## src/rtl/ninjakun_rom_loader.sv

```systemverilog
// ninjakun_rom_loader: routes the hps_io ioctl download stream into the game core.
// Index-0 bytes are split into four ROM regions and handed to the core through a
// one-entry valid/busy buffer. Index-254 bytes land in the 64-bit DIP register.
// The core reset is held through the download plus a fixed settle period.
// Optional feature: define NINJAKUN_ROM_CHECKSUM_EN to build the rom_sum accumulator.
module ninjakun_rom_loader #(
  parameter logic [24:0] RGN1_BASE   = 25'h0C000,
  parameter logic [24:0] RGN2_BASE   = 25'h14000,
  parameter logic [24:0] RGN3_BASE   = 25'h1C000,
  parameter logic [24:0] ROM_END     = 25'h24000,
  parameter int unsigned HOLD_CYCLES = 16
) (
  input  logic        clk_sys,
  input  logic        reset,
  input  logic        ioctl_download,
  input  logic [7:0]  ioctl_index,
  input  logic        ioctl_wr,
  input  logic [24:0] ioctl_addr,
  input  logic [7:0]  ioctl_dout,
  output logic        ioctl_wait,
  output logic        rom_we,
  input  logic        rom_busy,
  output logic [1:0]  rom_rgn,
  output logic [24:0] rom_addr,
  output logic [7:0]  rom_data,
  output logic [63:0] dip,
  output logic        core_reset,
  output logic        load_done,
  output logic        overflow,
  output logic [15:0] rom_sum
);

  localparam logic [7:0] HoldInit = 8'(HOLD_CYCLES);

  typedef enum logic [2:0] {
    StIdle,
    StLoad,
    StDrain,
    StHold,
    StRun
  } state_e;

  state_e      state_q;
  logic [7:0]  hold_cnt_q;

  logic        rom_we_q, rom_we_d;
  logic [1:0]  rom_rgn_q, rom_rgn_d;
  logic [24:0] rom_addr_q, rom_addr_d;
  logic [7:0]  rom_data_q, rom_data_d;
  logic        overflow_q, overflow_d;
  logic [63:0] dip_q;

  logic        rom_start;
  logic        enter_load;
  logic        accept;
  logic        rom_strobe;
  logic        in_range;
  logic        buf_free;
  logic        load_buf;
  logic        drop;
  logic        dip_wr;
  logic [1:0]  rgn_dec;
  logic [24:0] rgn_base;

  // Handshake and capture qualifiers.
  always_comb begin
    rom_start  = ioctl_download && (ioctl_index == 8'd0);
    enter_load = rom_start && (state_q inside {StIdle, StHold, StRun});
    accept     = rom_we_q && !rom_busy;
    rom_strobe = ioctl_wr && (ioctl_index == 8'd0) && (state_q == StLoad);
    in_range   = ioctl_addr < ROM_END;
    // The buffer can take a byte if it is empty or being emptied this cycle.
    buf_free   = !rom_we_q || accept;
    load_buf   = rom_strobe && in_range && buf_free;
    drop       = rom_strobe && (!in_range || !buf_free);
    dip_wr     = ioctl_wr && (ioctl_index == 8'd254) && (ioctl_addr[24:3] == 22'd0);
  end

  // Region decode: highest base not above the address wins.
  always_comb begin
    rgn_dec  = 2'd0;
    rgn_base = 25'd0;
    if (ioctl_addr >= RGN3_BASE) begin
      rgn_dec  = 2'd3;
      rgn_base = RGN3_BASE;
    end else if (ioctl_addr >= RGN2_BASE) begin
      rgn_dec  = 2'd2;
      rgn_base = RGN2_BASE;
    end else if (ioctl_addr >= RGN1_BASE) begin
      rgn_dec  = 2'd1;
      rgn_base = RGN1_BASE;
    end
  end

  // Download sequencing FSM with the reset-extension counter.
  always_ff @(posedge clk_sys or posedge reset) begin
    if (reset) begin
      state_q    <= StIdle;
      hold_cnt_q <= 8'd0;
    end else begin
      case (state_q)
        StIdle: begin
          if (rom_start) state_q <= StLoad;
        end
        StLoad: begin
          if (!ioctl_download) state_q <= StDrain;
        end
        StDrain: begin
          if (!rom_we_q) begin
            hold_cnt_q <= HoldInit;
            state_q    <= StHold;
          end
        end
        StHold: begin
          if (rom_start) begin
            state_q <= StLoad;
          end else begin
            hold_cnt_q <= hold_cnt_q - 8'd1;
            // Leaving on the decrement to zero gives HOLD_CYCLES cycles in HOLD.
            if (hold_cnt_q <= 8'd1) state_q <= StRun;
          end
        end
        StRun: begin
          if (rom_start) state_q <= StLoad;
        end
        default: state_q <= StIdle;
      endcase
    end
  end

  // Next state of the one-entry write buffer and the sticky overflow flag.
  always_comb begin
    rom_we_d   = rom_we_q;
    rom_rgn_d  = rom_rgn_q;
    rom_addr_d = rom_addr_q;
    rom_data_d = rom_data_q;
    overflow_d = overflow_q;
    if (load_buf) begin
      // A reload in the acceptance cycle keeps rom_we high back to back.
      rom_we_d   = 1'b1;
      rom_rgn_d  = rgn_dec;
      rom_addr_d = ioctl_addr - rgn_base;
      rom_data_d = ioctl_dout;
    end else if (accept) begin
      rom_we_d = 1'b0;
    end
    if (enter_load) begin
      overflow_d = 1'b0;
    end else if (drop) begin
      overflow_d = 1'b1;
    end
  end

  // Write buffer and overflow registers.
  always_ff @(posedge clk_sys or posedge reset) begin
    if (reset) begin
      rom_we_q   <= 1'b0;
      rom_rgn_q  <= 2'd0;
      rom_addr_q <= 25'd0;
      rom_data_q <= 8'd0;
      overflow_q <= 1'b0;
    end else begin
      rom_we_q   <= rom_we_d;
      rom_rgn_q  <= rom_rgn_d;
      rom_addr_q <= rom_addr_d;
      rom_data_q <= rom_data_d;
      overflow_q <= overflow_d;
    end
  end

  // DIP bytes are captured in any state; switches are active-low so reset is all ones.
  always_ff @(posedge clk_sys or posedge reset) begin
    if (reset) begin
      dip_q <= '1;
    end else if (dip_wr) begin
      dip_q[{ioctl_addr[2:0], 3'b000} +: 8] <= ioctl_dout;
    end
  end

`ifdef NINJAKUN_ROM_CHECKSUM_EN
  logic [15:0] sum_q;

  // Running mod-2^16 sum of accepted bytes, restarted with each ROM download.
  always_ff @(posedge clk_sys or posedge reset) begin
    if (reset) begin
      sum_q <= 16'd0;
    end else if (enter_load) begin
      sum_q <= 16'd0;
    end else if (accept) begin
      sum_q <= sum_q + {8'd0, rom_data_q};
    end
  end

  assign rom_sum = sum_q;
`else
  assign rom_sum = 16'd0;
`endif

  assign rom_we     = rom_we_q;
  assign rom_rgn    = rom_rgn_q;
  assign rom_addr   = rom_addr_q;
  assign rom_data   = rom_data_q;
  assign ioctl_wait = rom_we_q && rom_busy;
  assign dip        = dip_q;
  assign overflow   = overflow_q;
  assign core_reset = reset || (state_q != StRun);
  assign load_done  = (state_q == StRun);

endmodule

```

## config.mk

```make
export PLATFORM = sky130hd
export DESIGN_NAME = ninjakun_rom_loader
export DESIGN_NICKNAME = d
export VERILOG_FILES = /design/src/rtl/ninjakun_rom_loader.sv
export SDC_FILE = /design/constraint.sdc
export NUM_CORES = 1
export LEC_CHECK = 0
export ABC_CLOCK_PERIOD_IN_PS = 9700
export BUFFER_PORTS_ARGS = -buffer_cell sky130_fd_sc_hd__buf_4
export CAP_MARGIN = 20
export CORE_MARGIN = 10
export CORE_UTILIZATION = 42
export CTS_BUF_LIST = sky130_fd_sc_hd__clkbuf_8
export DETAILED_ROUTE_END_ITERATION = 8
export PLACE_DENSITY_LB_ADDON = 0.2
export REMOVE_ABC_BUFFERS = 1
export SYNTH_ARGS = -nofsm -noshare
export SYNTH_HDL_FRONTEND = slang
export SYNTH_SLANG_ARGS = --single-unit
```

## constraint.sdc

```tcl
create_clock -name clk_sys -period 9.7 [get_ports clk_sys]
set_input_delay 1.94 -clock clk_sys [delete_from_list [all_inputs] [get_ports clk_sys]]
set_output_delay 1.94 -clock clk_sys [all_outputs]
set_load 0.01 [all_outputs]
```

After elaboration in Yosys (flattened, before gate mapping) --
Index checks and enable logic that the tools add are counted.
Storage, ports and cells: bits in registers 112, output and inout bits 120, logic and storage cells 77
Cells by class: add/subtract/negate cells 3, order comparisons 5, equality and inequality tests 11, shift-type cells 2, muxes and demuxes 20, reductions and logical operators 28
Operators by type and width (number):
- bitwise mux 64 bit | 1
- variable shift 8 x 8 -> 64 bit, first input constant | 1
- variable part select 8 x 8 -> 64 bit | 1
- >= comparator 25 x 17 -> 1 bit, second input constant | 2
- 2-to-1 mux 17 bit | 2
- >= comparator 25 x 16 -> 1 bit, second input constant | 1
- less-than comparator 25 x 18 -> 1 bit, second input constant | 1
- subtractor 25 bit | 1
- logical NOT 22 bit | 1
- 2-to-1 mux 16 bit | 1
- 2-to-1 mux 8 bit | 2
- one-hot mux 8 bit (2 select lines) | 1
- 2-to-1 mux 3 bit | 5
- one-hot mux 3 bit (4 select lines) | 1
- logical AND 1 bit | 11
- == test 8 bit, second input constant | 1
- less-or-equal comparator 8 x 1 -> 1 bit, second input constant | 1
- logical NOT 8 bit | 1
- negation 6 -> 8 bit | 1
- subtractor 8 x 1 -> 8 bit, second input constant | 1
- == test 3 x 2 -> 1 bit, second input constant | 2
- != test 2 bit, second input constant | 3
- nonzero test 2 bit | 3
- 2-to-1 mux 1 bit | 5
- 13 further kinds | 19

Longest topological paths before layout --
word-level depth 8, mapped depth 11, depth with buffers taken out 11

Worst setup path after synthesis --
OpenSTA, ideal clock, no wires.
path type input-to-output, start in reset, end out core_reset, data arrival time 4.550 ns, data required time 7.760 ns, slack 3.210 ns, stages 2, cell sequence inv_1 nand2_1
On the way: longest elaborated chain between the ends 1
RTL lines:
- start: declaration | RTL line 14 | input logic reset,
- logical OR 1 bit | RTL line 206 | assign core_reset = reset || (state_q != StRun);
- end: declaration | RTL line 27 | output logic core_reset,
No other way between the ends.

Worst setup path after layout --
Ends and elaborated chain as after synthesis.

==> impl_metrics.tcl <==
set metrics [dict create \
    worstMarginPinSlew_ns 1.00 \
    p_sw_share_pct 25.6 \
    p_clk_share_pct 31.6 \
    hold_slack_ns 0.508 \
    utilization_pct 55.4 \
    critPathMaxStageDelay_ns 0.55 \
    p_switching_uw 207 \
    ys.flop_type "dfstp_2" \
    cp_slowest_cell "inv_4" \
    cell_internal_pwr_uw 604 \
    grt_max_degree 65 \
    fillerInstances 1006 \
    leakage_uw 0.00318 \
    via_per_inst 5.12 \
    cts_resized 0 \
    clock_sinks 112 \
    max_freq_ghz 0.205 \
    period_needed_ns 4.87 \
    synthesis.instances 373 \
    antenna_found_initial 0 \
    cts_root_buf "clkbuf_8" \
    grt_pass1_wl_mm 19.9 \
    routabilityCongestion 0.819 \
    path_buf_inv 3 \
    clk_pin_slew_ns 0.10 \
    crit_chain "buf_4, inv_4, nand2_1, buf_4" \
    netlist_area_um2 5020 \
    die_w_um 129 \
    reg2reg_to "rom_addr[24]$_DFFE_PP0P_" \
    crit_top_cell "buf_4" \
    synth_edf_count 0 \
    die_area_um2 16700 \
    vias 3454 \
    setup_viol 0 \
    first_pass_iters 4 \
    finClkSkew_ns 0.0106 \
    synth_compound_area_share_pct 3.64 \
    seq_power_share_pct 59.3 \
    critPathArrivalTime_ns 2.93 \
    initial_utilization_pct 43.4 \
    multiInputGateArea_um2 1990 \
    hp-class "register to register" \
    num_rows 39 \
    numPortBuffers 149 \
    min_to "rom_addr[18]$_DFFE_PP0P_" \
    grt_remaining_overflow 0 \
    crit_path_start_kind "input port" \
    die_h_um 129 \
    ys_ff_latch 112 \
    routed_wirelength_mm 12.9 \
    grt.total_usage_pct 15.3 \
    worstHoldStart "rom_addr[18]$_DFFE_PP0P_" \
    cts_tree "done" \
    clockBufferDepth 2 \
    synthSimpleGateAreaFrac_pct 9.83 \
    layout-drive-gt1-share_pct 61.4 \
    syn_area_per_cell_um2 13.5 \
    fin_area_um2 6410 \
    grt_pass1_vias 3638 \
    pin_count 166 \
    worst_setup_path_end_kind "output port" \
    power.density_nw_per_um2 127 \
    synth_cell_types 45 \
    combPwrFrac_pct 9.2 \
    cpLargestDelayFamily "buffers and inverters" \
    muxShareOfSynthArea_pct 21.0 \
    clock_latency_ns 0.38 \
    final_net_count 580 \
    ir_drop_mv 0.117 \
    cts_inserted_buffers 9 \
    cts_max_level 3 \
    drt_iter0_markers 130 \
    syn_to_final_growth_pct 27.7 \
    max_slew_margin_pct 32.9 \
    synth_fa_ha_area_share_pct 2.14 \
    antenna_cells 0 \
    yosys_warnings 0 \
    maxSlewViolCount 0 \
    synth_seq_area_share_pct 57.5 \
    cp.required_ns 7.76 \
    drc 0 \
    worstHoldPathCells 1 \
    critical_path_class "input port to output port" \
    dpl_cell_area_um2 6230 \
    post-route-period-util_pct 50.3 \
    maxCapViolations 0 \
    async_flop_share_pct 100 \
    worstRegToRegCells 5 \
    core-area_um2 11600 \
    wl_per_cell_um 19.2 \
    fin_tns_setup_ns 0 \
    hold_viol 0 \
    ant_nets 0 \
    dp.final_hpwl_mm 9.60 \
    outcome "finished clean" \
    regArea_um2 2880 \
    synth_top_family_by_area "multiplexers" \
    reg2reg_setup_slack_ns 7.26 \
    critical_path_peak_fanout 64 \
    postCtsSetupBuffers 0 \
    synth_xor_area_share_pct 1.75 \
    grt_setup_unrepaired "no" \
    cts_hold_buf 0 \
    rr_startpoint "state_q[0]$_DFFE_PP0P_" \
]
-- layer usage --
metal / vias up / share of wire (%) / GRT usage (%)
li1: 1599 / - / -
met1: 1740 / 42 / 18.1
met2: 105 / 48 / 24.4
met3: 10 / 9.7 / 7.38
met4: 0 / 0.94 / 3.81
met5: - / 0 / 0
-- synthesized netlist by cell type, drive strengths merged (5+ instances only) --
| cell type | count | area (um^2) |
|---|---|---|
| nor4 | 9 | 92.6 |
| xnor2 | 5 | 43.8 |
| mux2 | 90 | 1040 |
| nand2 | 11 | 41.3 |
| clkbuf | 6 | 22.5 |
| o21ai | 5 | 25.0 |
| inv | 14 | 52.6 |
| nand3 | 7 | 35.0 |
| xor2 | 5 | 43.8 |
| dfstp | 64 | 1680 |
| buf | 17 | 131 |
| dfrtp | 48 | 1200 |
| nor2 | 22 | 82.6 |
| a21oi | 12 | 60.1 |
| ha | 7 | 87.6 |
| nand4 | 7 | 43.8 |
-- area by class of cell --
| cell class | instances | share of cell area (%) |
|---|---|---|
| inverters | 14 | 0.859 |
| clock buffers | 10 | 2.15 |
| multi-input cells | 239 | 31.1 |
| well taps | 143 | 2.79 |
| flip-flops and latches | 112 | 45.0 |
| repair buffers | 150 | 17.6 |
| clock inverters | 6 | 0.547 |
-- registers in the layout, indices dropped and copies added (netlist names) --
name / flops
dip: 64
rom_addr: 25
hold_cnt_q: 8
rom_data: 8
state_q: 3
rom_rgn: 2
overflow: 1
rom_we: 1
-- power groups by stage --
stage,registers (uW),logic [uW],clock network (uW)
after CTS,480,74.8,267
final,481,74.2,256
after detailed placement,488,74.7,0
after floorplan,486,38.7,0
after global routing,482,82.9,288
after global placement,488,73.0,0
-- placed cells by master (no fill, tap or decap), types with 6 or more instances in the layout --
master	instances
buf_4	150
mux2_2	82
dfstp_2	64
dfrtp_1	48
nor2_1	21
conb_1	16
inv_1	15
a21oi_1	12
nand2_1	11
clkbuf_8	10
mux2_4	8
nand4_1	7
nand3_1	7
ha_1	7
nor4_1	6
-- cells by family (layout without fill, tap and decap cells) --
group                      Yosys count  in the layout
and+or+nand+nor                     84             84
other                                1             16
muxes                               91             91
buffers and inverters               37            180
xor gates and xnor gates            10             10
adders and majority gates            8              8
DFF                                112            112
AOI/OAI and AO/OA                   30             30
-- worst max-delay path by stage --
stage | to | cells after the start | start
2_1_floorplan | core_reset | 2 | reset
3_3_place_gp | core_reset | 4 | reset
3_5_place_dp | dip[28]$_DFFE_PP1P_ | 6 | ioctl_addr[3]
4_1_cts | core_reset | 4 | reset
5_1_grt | core_reset | 4 | reset
6_report | core_reset | 4 | reset
-- per-stage QoR --
stage	total power (uW)	std cells	setup WS, ns
CTS	822	674	4.79
floorplan	525	365	3.21
detailed placement	563	658	4.79
global route	853	674	4.65
finish	811	674	4.83
global placement	561	658	4.80
(Power assumes the default switching activity.)
